<file path="src/rtl/irq_priority_front.sv">
// irq_priority_front
//   Sequential front end for the 8-input priority encoder stage. Raw request
//   levels are edge-detected and latched into a pending register. The
//   highest-index pending line that is not masked is offered as a code on a
//   valid/ready handshake. The pending bit is cleared when the offer is
//   accepted. Sticky overrun flags record events that arrive on a line that
//   is already pending.
//
// Ports
//   clk        rising-edge clock
//   rst        synchronous active-high reset
//   req_in     raw request levels; a 0->1 transition is an event
//   mask       1 = line blocked from selection (it still latches as pending)
//   out_code   index of the offered request
//   out_valid  offer present
//   out_ready  consumer accepts
//   pending    pending register (status)
//   ovf        sticky per-line overrun flags
//   ovf_clr    clears all ovf bits (a same-edge set wins)
//   state_dbg  current FSM state (0 = IDLE, 1 = PRESENT)
//
// Handshake: a transfer (fire) happens on a rising edge where out_valid and
//   out_ready are both high. Once out_valid is raised, out_code stays stable
//   and out_valid stays high until fire. out_ready is ignored while out_valid
//   is low.

module irq_priority_front #(
  parameter int N      = 8,
  parameter int CODE_W = 3
) (
  input  logic              clk,
  input  logic              rst,
  input  logic [N-1:0]      req_in,
  input  logic [N-1:0]      mask,
  output logic [CODE_W-1:0] out_code,
  output logic              out_valid,
  input  logic              out_ready,
  output logic [N-1:0]      pending,
  output logic [N-1:0]      ovf,
  input  logic              ovf_clr,
  output logic [0:0]        state_dbg
);

  localparam logic [0:0] IDLE    = 1'b0;
  localparam logic [0:0] PRESENT = 1'b1;

  logic [0:0]   state;
  logic [N-1:0] req_d;
  logic [N-1:0] rise;
  logic [N-1:0] clr;
  logic [N-1:0] sel;
  logic         fire;

  // Highest set index wins; returns 0 for an all-zero vector.
  function automatic logic [CODE_W-1:0] hi_index(input logic [N-1:0] v);
    hi_index = '0;
    for (int i = 0; i < N; i++) begin
      if (v[i]) hi_index = CODE_W'(i);
    end
  endfunction

  assign rise      = req_in & ~req_d;
  assign fire      = out_valid & out_ready;
  assign sel       = pending & ~mask;
  assign state_dbg = state;

  always_comb begin
    clr = '0;
    for (int i = 0; i < N; i++) begin
      clr[i] = fire && (out_code == CODE_W'(i));
    end
  end

  // Edge detect, pending and overrun bookkeeping. A rise on the bit being
  // cleared by the current fire is a fresh event: it re-pends the line and
  // does not count as an overrun.
  always_ff @(posedge clk) begin
    if (rst) begin
      req_d   <= '0;
      pending <= '0;
      ovf     <= '0;
    end else begin
      req_d   <= req_in;
      pending <= (pending & ~clr) | rise;
      ovf     <= (ovf_clr ? '0 : ovf) | (rise & pending & ~clr);
    end
  end

  // Offer FSM. The offer is frozen while presenting, regardless of new
  // arrivals or mask changes, so the consumer always sees a stable code.
  always_ff @(posedge clk) begin
    if (rst) begin
      state     <= IDLE;
      out_valid <= 1'b0;
      out_code  <= '0;
    end else begin
      case (state)
        IDLE: begin
          if (sel != '0) begin
            out_code  <= hi_index(sel);
            out_valid <= 1'b1;
            state     <= PRESENT;
          end
        end
        PRESENT: begin
          if (out_ready) begin
            out_valid <= 1'b0;
            state     <= IDLE;
          end
        end
        default: begin
          out_valid <= 1'b0;
          state     <= IDLE;
        end
      endcase
    end
  end

endmodule

</file>
<file path="config.mk">
export PLATFORM = sky130hd
export DESIGN_NAME = irq_priority_front
export DESIGN_NICKNAME = d
export VERILOG_FILES = /design/src/rtl/irq_priority_front.sv
export SDC_FILE = /design/constraint.sdc
export NUM_CORES = 1
export LEC_CHECK = 0
export CORE_ASPECT_RATIO = 0.6
export CORE_MARGIN = 2
export CORE_UTILIZATION = 47
export DETAILED_ROUTE_END_ITERATION = 6
export PLACE_DENSITY = 0.83
export RECOVER_POWER = 25
export SYNTH_ARGS = -nofsm -noshare
export SYNTH_HDL_FRONTEND = slang
export SYNTH_SLANG_ARGS = --single-unit
</file>
<file path="constraint.sdc">
create_clock -name clk -period 2.6 [get_ports clk]
set_clock_uncertainty 0.1 [all_clocks]
set_input_delay 0.65 -clock clk [delete_from_list [all_inputs] [get_ports clk]]
set_output_delay 0.65 -clock clk [all_outputs]
set_load 0.05 [all_outputs]
</file>
==> results of run 1 <==
-- final cells by class --
| cell class | count | area [um2] |
|---|---|---|
| Fill cell | 171 | 582 |
| Timing Repair Buffer | 41 | 404 |
| Inverter | 9 | 33.8 |
| Multi-Input combinational cell | 84 | 537 |
| Clock buffer | 7 | 86.3 |
| Sequential cell | 29 | 581 |
| Tap cell | 30 | 37.5 |
-- power by group through the flow --
stage	Sequential (mW)	Combinational (mW)	Clock, mW
after floorplan	0.595	0.0846	0
after global placement	0.512	0.265	0
after detailed placement	0.514	0.271	0
after CTS	0.505	0.272	0.376
after global routing	0.510	0.286	0.390
final	0.506	0.270	0.370
-- per-layer routing --
metal / global-route usage [%] / share of wire [%] / vias to the layer above
met5: 0 / 0 / -
met4: 8.40 / 1.7 / 0
met3: 7.26 / 5.0 / 8
met2: 33.6 / 44 / 34
met1: 30.2 / 49 / 485
li1: - / - / 517
-- kinds of logic after synthesis --
| family | Yosys count |
|---|---|
| buf+inv | 13 |
| flops | 29 |
| simple gates | 47 |
| mux | 1 |
| compound gates | 36 |
-- registers in the layout, summed over array words and instances (netlist names) --
| signal | flops |
|---|---|
| out_code | 3 |
| out_valid | 1 |
| ovf | 8 |
| pending | 8 |
| req_d | 8 |
| state_dbg | 1 |
-- placed cells by master (no fill, tap or decap), types with 4 or more instances in the layout --
cell / Yosys / final
inv_1: 9 / 9
a21oi_1: 9 / 9
clkbuf_8: 0 / 6
nand2_1: 4 / 4
o22ai_1: 8 / 8
dfxtp_1: 29 / 29
nor2b_1: 11 / 11
o21ai_0: 8 / 8
and2_1: 8 / 8
clkdlybuf4s50_1: 0 / 38
nand2b_1: 17 / 17
-- path summary, 6_finish.rpt --
path                                 start                endpoint  slack, ns  cells after the start
hold reg to reg     out_valid$_SDFFE_PP0P_  out_valid$_SDFFE_PP0P_       0.39                      2
setup / recovery  out_code[0]$_SDFFE_PP0P_             out_code[0]       0.22                      1
hold / removal      out_valid$_SDFFE_PP0P_  out_valid$_SDFFE_PP0P_       0.39                      2
setup reg to reg  out_code[2]$_SDFFE_PP0P_       ovf[1]$_SDFF_PP0_       1.04                      4
==> results.toml, run 1 <==
[sta]
min_period_over_period_pct = 91.5
final.setup.tns_ns = 0
worstMarginPinSlew_ns = 0.979
grt_setup_unrepaired = "false"
finalSetupViolCount = 0
fin_ws_ns = 0.221
slew_violations = 0
whs_ns = 0.390
hold_viol = 0
fmax_mhz = 420
max-slew-margin-rel_pct = 34.7
period_needed_ns = 2.38

[placed_design]
placed_area_um2 = 1600
hpwl_mm = 2.16
pre_cts_ws_ns = 0.352
place.gp.congestion = 0.801
dp_cells = 193
portBuffers = 40

[synthesis]
yosysWarnings = 0
syn-cell-area_um2 = 1170
synth.area.mux_share_pct = 1.29
synth_compound_area_share_pct = 18.8
synth_area_leaders = "dfxtp_1 50%, nand2b_1 9.1%, nor2b_1 5.9%"
synthCells = 126
synth_top_area_share_pct = 49.8
ys.flop_type = "dfxtp_1"
synth_top_family_by_area = "simple AND/OR/NAND/NOR gates"
synth_largest_area_cell = "dfxtp_1"
synth-edff-count = 0
yosysMostFrequentCell = "dfxtp_1"
synth_simple_gate_area_share_pct = 26.0
yosys-top-cells-count = "29 x dfxtp_1, 17 x nand2b_1, 11 x nor2b_1"
ys_ff_latch = 29
synthXorXnorAreaFrac_pct = 0
syn_area_per_cell_um2 = 9.25
async_flop_share_pct = 0
syn_nets = 146
synthAdderAreaFrac_pct = 0
synth.distinct_cells = 28
seq_area_frac_synth_pct = 49.8

[clocking]
postCtsSetupBuffers = 0
clkLatencyLatePin_ns = 0.28
cts.sinks = 29
root_buffer = "clkbuf_8"
cts_resized = 0
cts_tree = "built"
htreeDepth = 2
clk_pin_slew_worst_paths_ns = 0.06
postCtsHoldBufs = 0
cts_buffer_depth = 2
cts_buffers = 5

[route]
wl_per_cell_um = 14.8
drt_wl_total_mm = 2.95
drtIter0Drc = 98
dr.pass1.iters = 4
drtAntennaViolNets = 0
drc_errors = 0
via_count = 1044
via_per_inst = 5.22

[pwr]
total_power_mw = 1.15
power_switching_mw = 0.347
pwr-share-comb_pct = 23.6
p_seq_share_pct = 44.1
power_leakage_nw = 0.635
pwr-share-clk_pct = 32.3
sw_frac_of_total_pct = 30.2
ir_drop_v = 0.000400
intPower_mw = 0.800
p_per_area_nw_per_um2 = 683

[finish]
fin_nets = 190
syn2layout_area_growth_pct = 44.0
fin_area_um2 = 1680
drive_above_1_share_pct = 6.47
fin_cells = 200
n_antenna_cell = 0
fin_util_pct = 74.3

[die]
rows = 13
ios = 41
initial_core_util_pct = 51.6
die_y_um = 42.6
die_x_um = 68.3
dieArea_um2 = 2910
core_region_area_um2 = 2260

[critical_path]
critPathTopFamily = "buffers and inverters"
crit_chain = "clkdlybuf4s50_1"
endpoint_kind = "output pin"
max_stage_delay_ns = 0.87
cp.required_ns = 1.85
crit_type = "reg -> out"
path_max_fanout = 8
arrival_ns = 1.63
crit_buf_inv = 1
startpoint_type = "flop"
slowest_stage = "clkdlybuf4s50_1"

[min_path]
holdCritPathClass = "reg -> reg"

[outcome]
status = "finished, final reports clean"

[global_route]
grt_pass1_wl_mm = 4.62
antenna_found_initial = 0
grt_overflow = 0
grt_use_total_pct = 22.6
grt_pass1_vias = 1023
grt_max_degree = 22

[job]
maxCapViolations = 0
Note: power is estimated with default switching activity, not from simulation.
==> inputs of run 2 (changes only) <==
--- a/config.mk
+++ b/config.mk
@@ -11,6 +11,7 @@
 export DETAILED_ROUTE_END_ITERATION = 6
 export PLACE_DENSITY = 0.83
 export RECOVER_POWER = 25
+export SKIP_CTS_REPAIR_TIMING = 1
 export SYNTH_ARGS = -nofsm -noshare
 export SYNTH_HDL_FRONTEND = slang
 export SYNTH_SLANG_ARGS = --single-unit
==> results of run 2 <==
Same layout as run 1: the final DEF is identical, and so are final timing and power.
